**src/rtl/io_fifo_responder_if.sv**
```systemverilog
// Wishbone-style bus bundle between the I/O bridge master port and io_fifo_responder.
interface io_fifo_responder_if;
    logic        cyc_i;
    logic        stb_i;
    logic        ack_o;
    logic        we_i;
    logic [3:0]  sel_i;
    logic [31:0] adr_i;
    logic [31:0] dat_i;
    logic [31:0] dat_o;

    modport master (
        output cyc_i, stb_i, we_i, sel_i, adr_i, dat_i,
        input  ack_o, dat_o
    );

    modport slave (
        input  cyc_i, stb_i, we_i, sel_i, adr_i, dat_i,
        output ack_o, dat_o
    );
endinterface

```
**src/rtl/io_fifo_responder.sv**
```systemverilog
// Bus target draining a producer-filled word FIFO through a DATA register,
// with status/control/command registers and a level-threshold interrupt.
module io_fifo_responder #(
    parameter logic [31:0] IO_ADDR     = 32'hFD0A0000,
    parameter int          DEPTH       = 16,
    parameter int          WAIT_STATES = 1
) (
    input  logic                 clk_i,
    input  logic                 rst_i,
    io_fifo_responder_if.slave   bus,
    input  logic                 dev_wr_i,
    input  logic [31:0]          dev_dat_i,
    output logic                 dev_full_o,
    output logic                 irq_o
);
    localparam int             AW      = $clog2(DEPTH);
    localparam logic [AW:0]    DEPTH_C = (AW+1)'(DEPTH);
    localparam logic [3:0]     WS4     = 4'(WAIT_STATES);

    typedef enum logic [1:0] {S_IDLE, S_WAIT, S_ACK} state_t;

    state_t          state;
    logic [3:0]      wcnt;

    logic [31:0]     mem [DEPTH];
    logic [AW-1:0]   wr_ptr;
    logic [AW-1:0]   rd_ptr;
    logic [AW:0]     count;
    logic [AW:0]     count_nx;
    logic            ovf;
    logic            udf;
    logic            irq_en;
    logic [7:0]      thr;

    logic            req;
    logic            fire;
    logic [1:0]      reg_sel;
    logic            empty;
    logic            full;
    logic            pop_ok;
    logic            pop_udf;
    logic            push_ok;
    logic            push_drop;
    logic            flush;
    logic            clr_flags;
    logic            ctrl_wr;
    logic [31:0]     rdata;
    logic            unused_bits;

    assign reg_sel = bus.adr_i[3:2];
    assign req     = bus.cyc_i & bus.stb_i & (bus.adr_i[31:4] == IO_ADDR[31:4]);
    // All register side effects happen on the single edge that enters ACK.
    assign fire    = ((state == S_IDLE) && req && (WAIT_STATES == 0)) ||
                     ((state == S_WAIT) && bus.cyc_i && bus.stb_i && (wcnt == 4'd1));

    assign empty      = (count == '0);
    assign full       = (count == DEPTH_C);
    assign dev_full_o = full;

    assign pop_ok    = fire & ~bus.we_i & (reg_sel == 2'd0) & ~empty;
    assign pop_udf   = fire & ~bus.we_i & (reg_sel == 2'd0) & empty;
    assign flush     = fire & bus.we_i & (reg_sel == 2'd3) & bus.dat_i[1];
    assign clr_flags = fire & bus.we_i & (reg_sel == 2'd3) & bus.dat_i[0];
    assign ctrl_wr   = fire & bus.we_i & (reg_sel == 2'd2);
    // A pop on the same edge frees a slot, so a full FIFO can still accept.
    assign push_ok   = dev_wr_i & ~flush & (~full | pop_ok);
    assign push_drop = dev_wr_i & ~flush & ~push_ok;
    assign count_nx  = count + {{AW{1'b0}}, push_ok} - {{AW{1'b0}}, pop_ok};

    assign unused_bits = ^{bus.sel_i[3:2], bus.adr_i[1:0], bus.dat_i[31:16], bus.dat_i[7:2]};

    always_comb begin
        rdata = '0;
        case (reg_sel)
            2'd0: rdata = empty ? 32'h0 : mem[rd_ptr];
            2'd1: begin
                rdata[31]   = empty;
                rdata[30]   = full;
                rdata[29]   = ovf;
                rdata[28]   = udf;
                rdata[AW:0] = count;
            end
            2'd2: rdata = {16'h0, thr, 7'h0, irq_en};
            default: rdata = '0;
        endcase
    end

    always_ff @(posedge clk_i) begin
        if (push_ok) mem[wr_ptr] <= dev_dat_i;
    end

    always_ff @(posedge clk_i or posedge rst_i) begin
        if (rst_i) begin
            wr_ptr <= '0;
            rd_ptr <= '0;
            count  <= '0;
            ovf    <= 1'b0;
            udf    <= 1'b0;
            irq_en <= 1'b0;
            thr    <= '0;
            irq_o  <= 1'b0;
        end else begin
            if (flush) begin
                wr_ptr <= '0;
                rd_ptr <= '0;
                count  <= '0;
            end else begin
                if (push_ok) wr_ptr <= wr_ptr + AW'(1);
                if (pop_ok)  rd_ptr <= rd_ptr + AW'(1);
                count <= count_nx;
            end
            // New events in the same cycle as a clear still get recorded.
            ovf <= (ovf & ~clr_flags) | push_drop;
            udf <= (udf & ~clr_flags) | pop_udf;
            if (ctrl_wr && bus.sel_i[0]) irq_en <= bus.dat_i[0];
            if (ctrl_wr && bus.sel_i[1]) thr    <= bus.dat_i[15:8];
            irq_o <= irq_en & ~empty & (count >= thr[AW:0]);
        end
    end

    always_ff @(posedge clk_i or posedge rst_i) begin
        if (rst_i) begin
            state     <= S_IDLE;
            wcnt      <= '0;
            bus.ack_o <= 1'b0;
            bus.dat_o <= '0;
        end else begin
            case (state)
                S_IDLE: begin
                    if (fire) begin
                        state     <= S_ACK;
                        bus.ack_o <= 1'b1;
                        bus.dat_o <= bus.we_i ? 32'h0 : rdata;
                    end else if (req) begin
                        state <= S_WAIT;
                        wcnt  <= WS4;
                    end
                end
                S_WAIT: begin
                    if (!(bus.cyc_i && bus.stb_i)) begin
                        state <= S_IDLE;
                    end else if (fire) begin
                        state     <= S_ACK;
                        bus.ack_o <= 1'b1;
                        bus.dat_o <= bus.we_i ? 32'h0 : rdata;
                    end else begin
                        wcnt <= wcnt - 4'd1;
                    end
                end
                S_ACK: begin
                    if (!bus.stb_i) begin
                        state     <= S_IDLE;
                        bus.ack_o <= 1'b0;
                        bus.dat_o <= '0;
                    end
                end
                default: state <= S_IDLE;
            endcase
        end
    end
endmodule

```
**src/flat_wrapper.sv**
```systemverilog
// flat-port wrapper written by rule: the top's interface ports become plain ports
module io_fifo_responder_flat 
#(
    parameter logic [31:0] IO_ADDR     = 32'hFD0A0000,
    parameter int          DEPTH       = 16,
    parameter int          WAIT_STATES = 1
)
  (clk_i, rst_i, dev_wr_i, dev_dat_i, dev_full_o, irq_o, bus_cyc_i, bus_stb_i, bus_we_i, bus_sel_i, bus_adr_i, bus_dat_i, bus_ack_o, bus_dat_o);
  io_fifo_responder_if bus_i ();
  input  logic clk_i;
  input  logic rst_i;
  input  logic dev_wr_i;
  input  logic [31:0] dev_dat_i;
  output logic dev_full_o;
  output logic irq_o;
  input wire logic [$bits(bus_i.cyc_i)-1:0] bus_cyc_i;
  input wire logic [$bits(bus_i.stb_i)-1:0] bus_stb_i;
  input wire logic [$bits(bus_i.we_i)-1:0] bus_we_i;
  input wire logic [$bits(bus_i.sel_i)-1:0] bus_sel_i;
  input wire logic [$bits(bus_i.adr_i)-1:0] bus_adr_i;
  input wire logic [$bits(bus_i.dat_i)-1:0] bus_dat_i;
  output wire logic [$bits(bus_i.ack_o)-1:0] bus_ack_o;
  output wire logic [$bits(bus_i.dat_o)-1:0] bus_dat_o;
  assign bus_i.cyc_i = bus_cyc_i;
  assign bus_i.stb_i = bus_stb_i;
  assign bus_i.we_i = bus_we_i;
  assign bus_i.sel_i = bus_sel_i;
  assign bus_i.adr_i = bus_adr_i;
  assign bus_i.dat_i = bus_dat_i;
  assign bus_ack_o = bus_i.ack_o;
  assign bus_dat_o = bus_i.dat_o;
  io_fifo_responder #(.IO_ADDR(IO_ADDR), .DEPTH(DEPTH), .WAIT_STATES(WAIT_STATES)) u_core (.clk_i(clk_i), .rst_i(rst_i), .bus(bus_i), .dev_wr_i(dev_wr_i), .dev_dat_i(dev_dat_i), .dev_full_o(dev_full_o), .irq_o(irq_o));
endmodule
```
**config.mk**
```make
export PLATFORM = sky130hd
export DESIGN_NAME = io_fifo_responder_flat
export DESIGN_NICKNAME = d
export VERILOG_FILES = /design/src/rtl/io_fifo_responder_if.sv /design/src/rtl/io_fifo_responder.sv /design/src/flat_wrapper.sv
export SDC_FILE = /design/constraint.sdc
export NUM_CORES = 1
export LEC_CHECK = 0
export BUFFER_PORTS_ARGS = -buffer_cell sky130_fd_sc_hd__clkbuf_2
export CORE_MARGIN = 5
export CORE_UTILIZATION = 65
export DETAILED_ROUTE_END_ITERATION = 16
export PLACE_DENSITY = 0.85
export RECOVER_POWER = 50
export SLEW_MARGIN = 10
export SYNTH_ARGS = -nofsm -noshare
export SYNTH_HDL_FRONTEND = slang
export SYNTH_SLANG_ARGS = --single-unit
```
**constraint.sdc**
```tcl
create_clock -name clk_i -period 11.2 [get_ports clk_i]
set_input_delay 1.68 -clock clk_i [delete_from_list [all_inputs] [get_ports clk_i]]
set_output_delay 1.68 -clock clk_i [all_outputs]
set_load 0.1 [all_outputs]
```
# [Yosys cells after proc, flatten, opt, wreduce, memory -nomap -nowiden]
# Memories as Yosys holds them, arrays and structs flattened.
# Index checks and enable logic that the tools add are counted.
# W data, S select, Z words.
[totals] reg_bits=64 latchBits=0 ram_bits=512 mem_bits_ro=0 inputBits=106 out_inout_bits=35 word_cells=108 mem_count=1
[memory_table] memory="u_core.mem" words=16 word_bits=32 read_ports=1 rd_clocked_by_memory_dff=0 wr=1 line="io_fifo_responder.sv:25" source="logic [31:0] mem [DEPTH];"
[classes] addsub=5 n_mul=0 div_mod_pow=0 magnitude_cmp=1 n_eq_ne=15 shifts=0 n_mux=31 bitwise_logic=27 n_reduce_logical=16
[op_table] operator="$mux W32" n=5
[op_table] operator="$pmux W32 S3" n=1
[op_table] operator="$pmux W23 S2" n=1
[op_table] operator="$mux W4" n=8
[op_table] operator="$eq A28 B28 Y1 const B" n=1
[op_table] operator="$and A1 B1 Y1" n=18
[op_table] operator="$pmux W4 S2" n=2
[op_table] operator="$pmux W5 S3" n=1
[op_table] operator="$mux W2" n=5
[op_table] operator="$add A4 B1 Y4 const B" n=2
[op_table] operator="$ne A2 B2 Y1 const B" n=4
[op_table] operator="$eq A2 B2 Y1 const B" n=3
[op_table] operator="$logic_and A1 B1 Y1" n=6
[op_table] operator="$not A1 Y1" n=6
[op_table] operator="$pmux W2 S3" n=1
[op_table] operator="$reduce_and A3 Y1" n=2
[op_table] operator="$reduce_bool A2 Y1" n=3
[op_table] operator="$add A5 B1 Y5" n=1
[op_table] operator="$eq A5 B5 Y1 const B" n=1
[op_table] operator="$ge A5 B5 Y1" n=1
[op_table] operator="$logic_not A5 Y1" n=1
[op_table] operator="$mux W1" n=5
[op_table] operator="$mux W5" n=1
[op_table] operator="$reduce_and A5 Y1" n=1
[op_table] operator="11 further kinds" n=15

# [Logic depth before layout (Yosys ltp)]
# Gate-level depths: netlist of run 1.
[logic_depth] ltp_word=13 mapped_depth=18 mapped_depth_nobuf=16

# [Worst setup path after synthesis of run 1]
# No wires, ideal clock.
[synth_path] path_type="input-to-reg" startpoint="in bus_we_i" endpoint="mem u_core.mem[0][0] (enable)" arrival_ps=5999 required_time_ps=10698 slack_ps=4698 cell_stages=6 path_buffers=1 cell_sequence="or3_1 -> nor4_1 -> nand2b_1 -> and3_1 -> clkbuf_1 -> nor4bb_1"
[synth_between] elab_chain_cells=8
[synth_rtl] element="start: declaration" line="flat_wrapper.sv:18" source="input wire logic [$bits(bus_i.we_i)-1:0] bus_we_i;"
[synth_rtl] element="$and A1 B1 Y1 or $not A1 Y1 (tied branches)" line="io_fifo_responder.sv:62, io_fifo_responder.sv:60"
[synth_rtl] element="$and A1 B1 Y1 (on tied branches) (2 in series)" line="io_fifo_responder.sv:62, io_fifo_responder.sv:60"
[synth_rtl] element="$not A1 Y1 or $and A1 B1 Y1 (tied branches)" line="io_fifo_responder.sv:66, io_fifo_responder.sv:60"
[synth_rtl] element="$and A1 B1 Y1 or $or A1 B1 Y1 (tied branches)" line="io_fifo_responder.sv:66" source="assign push_ok = dev_wr_i & ~flush & (~full | pop_ok);"
[synth_rtl] element="$and A1 B1 Y1 *" line="io_fifo_responder.sv:66"
[synth_rtl] element="$mux W1 *" line="io_fifo_responder.sv:89" source="if (push_ok) mem[wr_ptr] <= dev_dat_i;"
[synth_rtl] element="$mux W1 (implied by the code) *" line="io_fifo_responder.sv:89"
[synth_rtl] element="end: declaration" line="io_fifo_responder.sv:25"
# Mark *: on every way between the ends. The rest lies on a longest branch, timed or not.

# [Worst setup path after layout of run 1]
[layout_path] startpoint="reg u_core.count[3]" endpoint="reg u_core.count[4]"
[layout_between] elab_chain_cells=8
[layout_rtl] element="start: declaration" line="io_fifo_responder.sv:28" source="logic [AW:0] count;"
[layout_rtl] element="start signal: assignment" line="io_fifo_responder.sv:110" source="count <= count_nx;"
[layout_rtl] element="$logic_not A5 Y1" line="io_fifo_responder.sv:56" source="assign empty = (count == '0);"
[layout_rtl] element="$not A1 Y1" line="io_fifo_responder.sv:60" source="assign pop_ok = fire & ~bus.we_i & (reg_sel == 2'd0) & ~empty;"
[layout_rtl] element="$and A1 B1 Y1" line="io_fifo_responder.sv:60"
[layout_rtl] element="$or A1 B1 Y1" line="io_fifo_responder.sv:66"
[layout_rtl] element="$and A1 B1 Y1" line="io_fifo_responder.sv:66"
[layout_rtl] element="$add A5 B1 Y5" line="io_fifo_responder.sv:68" source="assign count_nx = count + {{AW{1'b0}}, push_ok} - {{AW{1'b0}}, pop_ok};"
[layout_rtl] element="$sub A5 B1 Y5 *" line="io_fifo_responder.sv:68"
[layout_rtl] element="$mux W5 *" line="io_fifo_responder.sv:103" source="if (flush) begin"
# Marks and branches as above.
# A chain may end at the register's enable or synchronous reset.

==> results.cfg, run 1 <==
[outcome]
status = finished, violations left
violations = capacitance limit, slew limit

[setup_path]
max_stage_delay_ns = 1.32
crit_slowest_cell = or4b_1
crit_path_frequent_cell = inv_1
worstPathRequired_ns = 11.70
critPathKind = reg2reg
critPathMaxFanout = 31
critPathLaunchType = flip-flop
worstSetupEndpointType = flip-flop
crit_chain = inv_1 > ha_1 > nor4b_1 > or4b_1 > inv_1 > ha_1 > inv_1 > ha_1 > inv_1 > fa_1 > inv_1 > a21oi_1 > nor2_1 > or3_1 > a21oi_1
arrival_ns = 6.06

[timing]
rsz0062_at_grt = no
setup_ws_ns = 5.64
hold_viol = 0
setup_tns_ns = 0
setup_violations = 0
worst_pin_slew_ns = 3.82
hold_slack_ns = 0.476
fin_crit_ns = 5.56
finalCritPeriodShare_pct = 49.7
fmax_ghz = 0.180
fin_skew_ns = 0.0118
drv_slew = 97
slew_headroom_pct = -154

[floorplan]
chipWidth_microns = 197
pin_count = 141
die_h_microns = 197
initial_utilization_pct = 65.7
placementRows = 68
core-area_sq_um = 34500
dieArea_sq_um = 38800

[drt]
antenna_left = 0
drtIter0Drc = 1522
drc = 0
routed_wl_microns = 52900
drt-pass1-iter-count = 5
wl_per_cell_microns = 29.5
vias = 12100
vias_per_cell = 6.76

[yosys]
syn_inst = 1168
synth_cell_types = 53
synthAdderAreaFrac_pct = 1.08
ys_seq_elements = 576
yosys.area_share.simple_pct = 4.27
synth-xor-area-share_pct = 0.231
syn_area_sq_um = 22700
ys_warn_count = 0
synth-compound-area-share_pct = 3.46
synthMuxAreaShare_pct = 14.7
ys_seq_area_share_pct = 74.7
synthArstFlopShare_pct = 11.1
synth_edf_count = 512
syn_nets = 1293
syn-mean-instance-area_sq_um = 19.4
synth_top_family_by_area = multiplexers
ys.flop_type = edfxtp_1

[grt]
met3_usage_pct = 5.08
grt_overflow_total = 0
grt_pass1_vias = 12600
antenna_found_initial = 2
grt_first_pass_wirelength_microns = 78900
grt_usage_pct = 27.6
met1_usage_pct = 37.3
met2_usage_pct = 46.2
grt_max_degree = 65
busiest_layer = met2

[hold_path]
hp-class = reg2reg

[final_layout]
layout-drive-gt1-share_pct = 26.3
fill_cells = 1911
layout.nets = 1416
final_util_pct = 73.9
synthToLayoutAreaGrowth_pct = 12.3
mostFrequentLayoutCells = edfxtp_1, mux4_2, clkbuf_2
layout_commonest_cell = edfxtp_1
layout.cells.non_filler = 1792

[clock_tree]
postCtsHoldBufs = 0
clkLatencyLatePin_ns = 0.58
ctsResizeCount = 0
cts_setup_buffers = 0
cts-root-buf = clkbuf_16
clockBufferDepth = 3
htreeDepth = 2
cts_sinks = 576
cts_tree = built
cts_inserted_buffers = 55
cts.reportedPaths.clkPinSlew_ns = 0.06

[power_and_ir_drop]
sw_frac_of_total_pct = 24.0
power_switching_mw = 1.20
power_frac_seq_pct = 53.1
ir_drop_mv = 0.160
internal_power_mw = 3.79
pwr-share-clk_pct = 37.1
powerDensity_nw_per_um2 = 195
pwr-share-comb_pct = 9.8
p_leak_nw = 8.57

[placed_design]
place.gp.congestion = 0.802
place_ws_ns = 5.96
place.detailed.hpwl_microns = 27200
post-place-cells = 1689
port_buffers = 114

[run]
maxCapViolCount = 2
==> final timing paths <==
kind                                       from  slack [ns]  cells after the start                    to
min in group asynchronous                 rst_i        2.55                      3  u_core.bus.dat_o[25]
max                             u_core.count[3]        5.64                     15       u_core.count[4]
max reg2reg                     u_core.count[3]        5.64                     15       u_core.count[4]
max in group asynchronous                 rst_i        5.96                      3      u_core.rd_ptr[0]
min                        u_core.bus.dat_o[27]        0.48                      2  u_core.bus.dat_o[27]
min reg2reg                u_core.bus.dat_o[27]        0.48                      2  u_core.bus.dat_o[27]
==> routing by layer <==
layer,wire length [microns],share of wire (%),vias up
met1,18700,35,6188
met4,1930,3.7,2
met5,7,0.013,-
met2,27000,51,807
li1,-,-,4970
met3,5270,10,145
==> synth_stat cells, types with 6 or more instances <==
cell,instances,area (sq um)
mux2_2,18,203
nor4_1,6,37.5
mux4_2,129,2910
mux2i_1,22,220
dfrtp_1,64,1600
or3_1,6,37.5
ha_1,18,225
nand3_1,8,40.0
clkbuf_1,37,139
a221o_1,6,60.1
and3_1,9,56.3
nor2b_1,8,50.1
a22oi_1,9,67.6
nor2_1,31,116
o21ai_0,27,135
buf_1,8,30.0
a22o_1,6,52.6
a21oi_1,46,230
inv_1,22,82.6
edfxtp_1,512,15400
a211oi_1,19,143
nand2_1,76,285
buf_2,16,80.1
and2_1,7,43.8
==> cells by family after synthesis <==
family | Yosys count
buf+inv | 85
compound gates | 126
flops | 576
fa+ha+maj | 19
mux | 169
simple gates | 187
xor+xnor | 6
==> state kept, by name (all words and copies together), names as in the netlist, 2 cells and up <==
signal / cells
u_core.state: 2
u_core.wcnt: 4
u_core.rd_ptr: 4
u_core.mem: 512
u_core.count: 5
u_core.bus.dat_o: 32
u_core.thr: 8
u_core.wr_ptr: 4
==> through the flow <==
step                power [mW]  instance area (sq um)
global placement          3.10                  23800
global route              5.13                  25500
finish                    4.98                  25500
CTS                       4.99                  25600
detailed placement        3.14                  23800
floorplan                 2.94                  22700
==> layout make-up <==
| class | count | area [sq um] | area share (%) |
|---|---|---|---|
| well taps | 455 | 569 | 2.23 |
| clock buffers | 66 | 1500 | 5.88 |
| clock inverters | 36 | 314 | 1.23 |
| repair buffers | 129 | 637 | 2.50 |
| flip-flops and latches | 576 | 17000 | 66.6 |
| multi-input cells | 507 | 5420 | 21.2 |
| diodes | 1 | 2.50 | 0.00981 |
| inverters | 22 | 82.6 | 0.324 |
==> critical path, delay by kind of cell, from the launching register on <==
kind / cells / cell delay, ns
buffers and inverters: 5 / 0.90
and+or+nand+nor: 4 / 2.75
AOI/OAI and AO/OA: 2 / 0.27
DFF: 1 / 0.48
adders and majority gates: 4 / 1.08
==> power by group through the flow <==
stage          sequential (mW)  clock, mW  combinational, mW
2_1_floorplan             2.64          0              0.292
3_3_place_gp              2.66          0              0.441
3_5_place_dp              2.67          0              0.466
4_1_cts                   2.64       1.86              0.489
5_1_grt                   2.65       1.96              0.525
6_report                  2.64       1.85              0.489
Note: power is estimated with default switching activity, not from simulation.
==> run 2, diff against run 1 <==
--- a/config.mk
+++ b/config.mk
@@ -5,11 +5,12 @@
 export SDC_FILE = /design/constraint.sdc
 export NUM_CORES = 1
 export LEC_CHECK = 0
+export ABC_AREA = 1
 export BUFFER_PORTS_ARGS = -buffer_cell sky130_fd_sc_hd__clkbuf_2
 export CORE_MARGIN = 5
-export CORE_UTILIZATION = 65
+export CORE_UTILIZATION = 55
 export DETAILED_ROUTE_END_ITERATION = 16
-export PLACE_DENSITY = 0.85
+export PLACE_DENSITY = 0.76
 export RECOVER_POWER = 50
 export SLEW_MARGIN = 10
 export SYNTH_ARGS = -nofsm -noshare
==> constraint.sdc (replaced) <==
create_clock -name clk_i -period 4.75 [get_ports clk_i]
set_input_delay 0.7125 -clock clk_i [delete_from_list [all_inputs] [get_ports clk_i]]
set_output_delay 0.7125 -clock clk_i [all_outputs]
set_load 0.1 [all_outputs]
==> run 2 against run 1 <==
  * The run still ends with capacitance limit, slew limit left
  * Count of clock-buffer cells in the layout grew 12
  * Die area grew 26%
  * Global-route usage shrank 4.2 points
==> results.cfg, run 2 <==
[grt]
grt_first_pass_wirelength_microns = 90700
grt_pass1_vias = 16300
grt_overflow_total = 0
grt_max_degree = 139
antenna_found_initial = 3
grt_usage_pct = 23.4

[floorplan]
placementRows = 77
core-area_sq_um = 44100
chipWidth_microns = 221
dieArea_sq_um = 48900
pin_count = 141
die_h_microns = 221
initial_utilization_pct = 55.5

[yosys]
ys_seq_area_share_pct = 69.3
synth_edf_count = 512
syn-mean-instance-area_sq_um = 10.8
yosysTopAreaCellShare_pct = 62.8
syn_area_sq_um = 24500
synth_cell_types = 38
ys_warn_count = 0
synth.most_common_cell = nand2_1
synthTopCellsByArea = edfxtp_1, nand2_1, dfrtp_1, nand3_1, inv_1
yosysTopAreaCell = edfxtp_1
synthArstFlopShare_pct = 11.1
syn_nets = 2385
ys.flop_type = edfxtp_1
ys_seq_elements = 576
syn_inst = 2260
synth_common_cells = nand2_1, edfxtp_1, inv_1

[clock_tree]
ctsResizeCount = 0
cts-root-buf = clkbuf_16
cts_tree = built
clockBufferDepth = 3
postCtsHoldBufs = 0
cts_setup_buffers = 0
htreeDepth = 2
cts.reportedPaths.clkPinSlew_ns = 0.06
cts_sinks = 576
clkLatencyLatePin_ns = 0.62
cts_inserted_buffers = 56

[setup_path]
crit_chain = ha_1 > nand2_1 > inv_1 > nand2_1 > nor2_1 > nand3_1 > nand3_4 > nor2_2 > nand2_1 > nor2_4 > buf_4
crit_slowest_cell = nor2_4
critPathKind = reg2reg
worstSetupEndpointType = flip-flop
critPathLaunchType = flip-flop
arrival_ns = 3.78
critPathBufInv = 2
worstPathRequired_ns = 5.00
crit_path_frequent_cell = nand2_1
path_delay_family = simple AND/OR/NAND/NOR gates
max_stage_delay_ns = 0.51
critPathMaxFanout = 20

[final_layout]
seqCellArea_sq_um = 17000
layout.nets = 2483
largest_reg_flops = 512
fill_cells = 3337
multi_input_area_sq_um = 6030
layout_commonest_cell = nand2_1
mostFrequentLayoutCells = nand2_1, edfxtp_1, inv_1
reg_top3 = u_core.mem: 512 flops, u_core.bus.dat_o: 32 flops, u_core.thr: 8 flops
regMostFlops = u_core.mem
layout.cells.non_filler = 2998
layout-drive-gt1-share_pct = 9.90
synthToLayoutAreaGrowth_pct = 12.3

[timing]
fin_skew_ns = 0.0242
setup_violations = 0
worst_pin_slew_ns = 1.71
drv_slew = 40
setup_ws_ns = 1.23
slew_headroom_pct = -14.3
fin_crit_ns = 3.52
setup_tns_ns = 0
hold_viol = 0
fmax_ghz = 0.284
hold_slack_ns = 0.366
finalCritPeriodShare_pct = 74.2
rsz0062_at_grt = no

[drt]
drt-pass1-iter-count = 5
drc = 0
vias_per_cell = 5.60
antenna_left = 0
drtIter0Drc = 1992
vias = 16800
wl_per_cell_microns = 19.5
routed_wl_microns = 58600

[outcome]
status = finished, violations left
violations = capacitance limit, slew limit

[placed_design]
port_buffers = 114
place_ws_ns = 1.40
place.gp.congestion = 0.828
place.detailed.hpwl_microns = 31900
post-place-cells = 2892

[power_and_ir_drop]
powerDensity_nw_per_um2 = 534
ir_drop_mv = 0.486
p_leak_nw = 11.1

[run]
maxCapViolCount = 1

[hold_path]
hp-class = in2reg
[run 2: cells by family (layout without fill, tap and decap cells)]
family	count (synthesis)	after routing	share of synthesized area, %
XOR/XNOR	7	7	0.250
buffers and inverters	375	520	6.35
adder cells (fa/ha/maj)	19	19	1.00
AND/OR/NAND/NOR	1083	1083	18.5
flip-flops	576	576	69.3
other	0	1	0
AO/OA/AOI/OAI	200	200	4.60
[run 2: layer usage]
metal	track usage (%)	share of wire, %
met1	31.9	39
met2	38.9	49
met3	3.86	8.9
met4	7.98	2.9
met5	0	0.038
[run 2: power breakdown]
group / internal (mW) / switching [mW] / leakage (nW)
sequential: 6.07 / 0.284 / 5.45
combinational: 0.914 / 2.90 / 4.77
clock: 2.68 / 1.85 / 0.915
total: 9.66 / 5.03 / 11.1
[run 2: through the flow]
step | power [mW] | instance area, sq um | utilization, %
final | 14.7 | 27500 | 62.3
after global routing | 15.3 | 27500 | 62.3
after CTS | 14.7 | 27600 | 62.5
after detailed placement | 10.2 | 25700 | 58.2
after global placement | 10.1 | 25700 | 58.2
after floorplan | 9.14 | 24500 | -
[run 2: final timing paths]
check	startpoint	end	slack [ns]	cells past startpoint
worst min-delay path	bus_dat_i[13]	u_core.thr[5]	0.37	3
min in group asynchronous	rst_i	u_core.bus.dat_o[26]	0.62	2
worst max-delay path	u_core.wcnt[0]	u_core.mem[11][29]	1.23	11
worst min register to register	u_core.bus.dat_o[3]	u_core.bus.dat_o[3]	0.48	2
max in group asynchronous	rst_i	u_core.bus.dat_o[10]	2.13	3
worst max register to register	u_core.wcnt[0]	u_core.mem[11][29]	1.23	11
[run 2: final cells by class]
cell class / instances / area share (%)
flip-flops and latches: 576 / 61.8
multi-input cells: 1309 / 21.9
clock buffers: 78 / 5.69
inverters: 264 / 3.63
repair buffers: 151 / 3.11
well taps: 592 / 2.69
clock inverters: 27 / 1.20
diodes: 1 / 0.00910
[run 2: worst register-to-register path, delay by kind of cell (launching register included)]
family                   cells  cell delay, ns
AND/OR/NAND/NOR              8            2.01
buffers and inverters        2            0.53
flip-flops                   1            0.42
adder cells (fa/ha/maj)      1            0.21
==> run 3, diff against run 2 <==
--- a/config.mk
+++ b/config.mk
@@ -8,9 +8,9 @@
 export ABC_AREA = 1
 export BUFFER_PORTS_ARGS = -buffer_cell sky130_fd_sc_hd__clkbuf_2
 export CORE_MARGIN = 5
-export CORE_UTILIZATION = 55
+export CORE_UTILIZATION = 61
 export DETAILED_ROUTE_END_ITERATION = 16
-export PLACE_DENSITY = 0.76
+export PLACE_DENSITY = 0.8
 export RECOVER_POWER = 50
 export SLEW_MARGIN = 10
 export SYNTH_ARGS = -nofsm -noshare
==> constraint.sdc (replaced) <==
create_clock -name clk_i -period 3.6 [get_ports clk_i]
set_input_delay 0.54 -clock clk_i [delete_from_list [all_inputs] [get_ports clk_i]]
set_output_delay 0.54 -clock clk_i [all_outputs]
set_load 0.1 [all_outputs]
==> run 3 against run 2 <==
  * The run now ends clean
  * Via count increased by 0.57%
  * Power increased by 29%
  * Sequential cell count unchanged
  * Worst setup slack got worse by 0.82 ns
  * Critical path depth increased by 6
  * Worst hold slack got worse by 0.19 ns
  * Routed wire length decreased by 2.2%
  * Highest routed layer unchanged
  * Utilization increased by 6.4 points
  * Die area decreased by 9.4%
  * Maximum frequency increased by 10%
  * Count of clock-buffer cells in the layout decreased by 10
  * Sequential power increased by 31%
  * Largest power group unchanged
==> results.cfg, run 3 (synthesis results as in run 2) <==
[clock_tree]
clockBufferDepth = 3
cts-root-buf = clkbuf_16
cts_tree = built
cts_setup_buffers = 0
htreeDepth = 2
clkLatencyLatePin_ns = 0.62
cts_inserted_buffers = 56
cts_sinks = 576
cts.reportedPaths.clkPinSlew_ns = 0.06
ctsResizeCount = 0

[placed_design]
place_area_sq_um = 25700
place.detailed.hpwl_microns = 31600
post-place-cells = 2829
place.gp.congestion = 0.853
place_ws_ns = 0.482
port_buffers = 114

[final_layout]
final_util_pct = 68.7
regMostFlops = u_core.mem
layout.cells.non_filler = 2932
mostFrequentLayoutCells = nand2_1, edfxtp_1, inv_1
synthToLayoutAreaGrowth_pct = 11.5
largest_reg_flops = 512
fill_cells = 2670
layout.nets = 2488
fin_area_sq_um = 27300
layout-drive-gt1-share_pct = 9.77
reg_top3 = u_core.mem: 512 flops, u_core.bus.dat_o: 32 flops, u_core.thr: 8 flops
layout_commonest_cell = nand2_1

[setup_path]
critPathMaxFanout = 16
path_depth = 17
arrival_ns = 3.69
critPathBufInv = 4
worstPathRequired_ns = 4.10
worstSetupEndpoint = u_core.count[4]
crit_chain = inv_1 > ha_1 > nand2_1 > nor2_1 > nand3_4 > nand2_4 > nand3_4 > inv_1 > ha_1 > inv_1 > fa_1 > or2_2 > nand2_1 > a21oi_1 > xor2_1 > nand2_1 > inv_1
critPathKind = reg2reg
rr_startpoint = u_core.wcnt[1]
crit_path_frequent_cell = inv_1
max_stage_delay_ns = 0.40
timing.rr.end = u_core.count[4]
crit_slowest_cell = dfrtp_1
startpoint = u_core.wcnt[1]
r2r_cells = 17
critPathLaunchType = flip-flop
path_delay_family = simple AND/OR/NAND/NOR gates
ff2ff_setup_slack_ns = 0.41
worstSetupEndpointType = flip-flop

[timing]
fin_crit_ns = 3.19
rsz0062_at_grt = no
slew_headroom_pct = 27.0
fmax_ghz = 0.313
setup_ws_ns = 0.409
finalCritPeriodShare_pct = 88.6
worst_pin_slew_ns = 1.10
hold_viol = 0
fin_skew_ns = 0.0285
setup_violations = 0
drv_slew = 0

[drt]
drtIter0Drc = 2041
drc = 0
drt-pass1-iter-count = 5
vias = 16900
antenna_left = 0
wl_per_cell_microns = 19.5
vias_per_cell = 5.76
routed_wl_microns = 57300

[floorplan]
dieArea_sq_um = 44300
placementRows = 73
pin_count = 141
core-area_sq_um = 39700
chipWidth_microns = 210
die_h_microns = 210
initial_utilization_pct = 61.7

[grt]
grt_pass1_vias = 16500
grt_max_degree = 203
grt_usage_pct = 25.6
grt_first_pass_wirelength_microns = 88500
grt_overflow_total = 0
antenna_found_initial = 3

[hold_path]
hp-class = in2reg
worstHoldStart = bus_dat_i[15]

[run]
maxCapViolCount = 0

[power_and_ir_drop]
powerDensity_nw_per_um2 = 692
ir_drop_mv = 0.405
p_leak_nw = 11.1
power_mw = 18.9

[outcome]
status = complete, no violations
run 3: cell types whose count changed in the layout (fill, tap and decap cells not counted), sizes merged:
cell,before,now
inv,263,266
clkinv,18,25
buf,36,40
diode,1,2
bufinv,7,2
dlygate4sd3,0,1
clkbuf,193,183
run 3: routing by layer:
metal | routed length (microns) | up-vias | track usage [%]
met5 | 13 | - | 0
met4 | 1800 | 2 | 9.77
met3 | 6240 | 129 | 4.18
met2 | 26900 | 1007 | 41.3
met1 | 22400 | 7968 | 35.8
li1 | - | 7769 | -
run 3: worst register-to-register path, delay by kind of cell, from the launching register on:
kind | cells | cell delay, ns
AND/OR/NAND/NOR | 8 | 1.36
AO/OA/AOI/OAI | 1 | 0.07
XOR/XNOR | 1 | 0.14
buffers and inverters | 4 | 0.36
flip-flops | 1 | 0.40
adder cells (fa/ha/maj) | 3 | 0.73
run 3: timing repair:
item / 4_1_cts / 5_1_grt
endpoints found under the setup margin: 0 / 0
hold buffers: 1 / 0
hold endpoints to repair: 21 / 0
run 3: final cells by class:
cell class | count | area [sq um] | area share [%]
sequential | 576 | 17000 | 62.2
multi-input combinational | 1309 | 6040 | 22.1
clock buffer | 68 | 1450 | 5.30
inverter | 264 | 998 | 3.66
timing repair buffer | 156 | 946 | 3.46
tap | 525 | 657 | 2.40
clock inverter | 32 | 239 | 0.875
antenna | 2 | 5.00 | 0.0183
run 3: worst min path at each step:
stage,cells past startpoint,end,slack (ns)
final,3,u_core.thr[7],0.18
after global routing,3,u_core.thr[7],0.18
after CTS,3,u_core.thr[5],0.16
after detailed placement,2,u_core.bus.dat_o[14],0.47
after global placement,2,u_core.bus.dat_o[0],0.46
after floorplan,2,u_core.ovf,0.45
run 3: per-stage QoR:
step | hold WS, ns | TNS, ns
2_1_floorplan | 0.453 | -246.99
5_1_grt | 0.177 | 0
4_1_cts | 0.157 | 0
3_3_place_gp | 0.462 | 0
6_report | 0.181 | 0
3_5_place_dp | 0.468 | 0
run 3: power breakdown:
| group | total, mW | internal (mW) | leakage [nW] | switching [mW] |
|---|---|---|---|---|
| registers | 8.34 | 8.01 | 5.45 | 0.331 |
| clock network | 5.40 | 3.00 | 0.813 | 2.40 |
| logic | 5.17 | 1.25 | 4.82 | 3.92 |
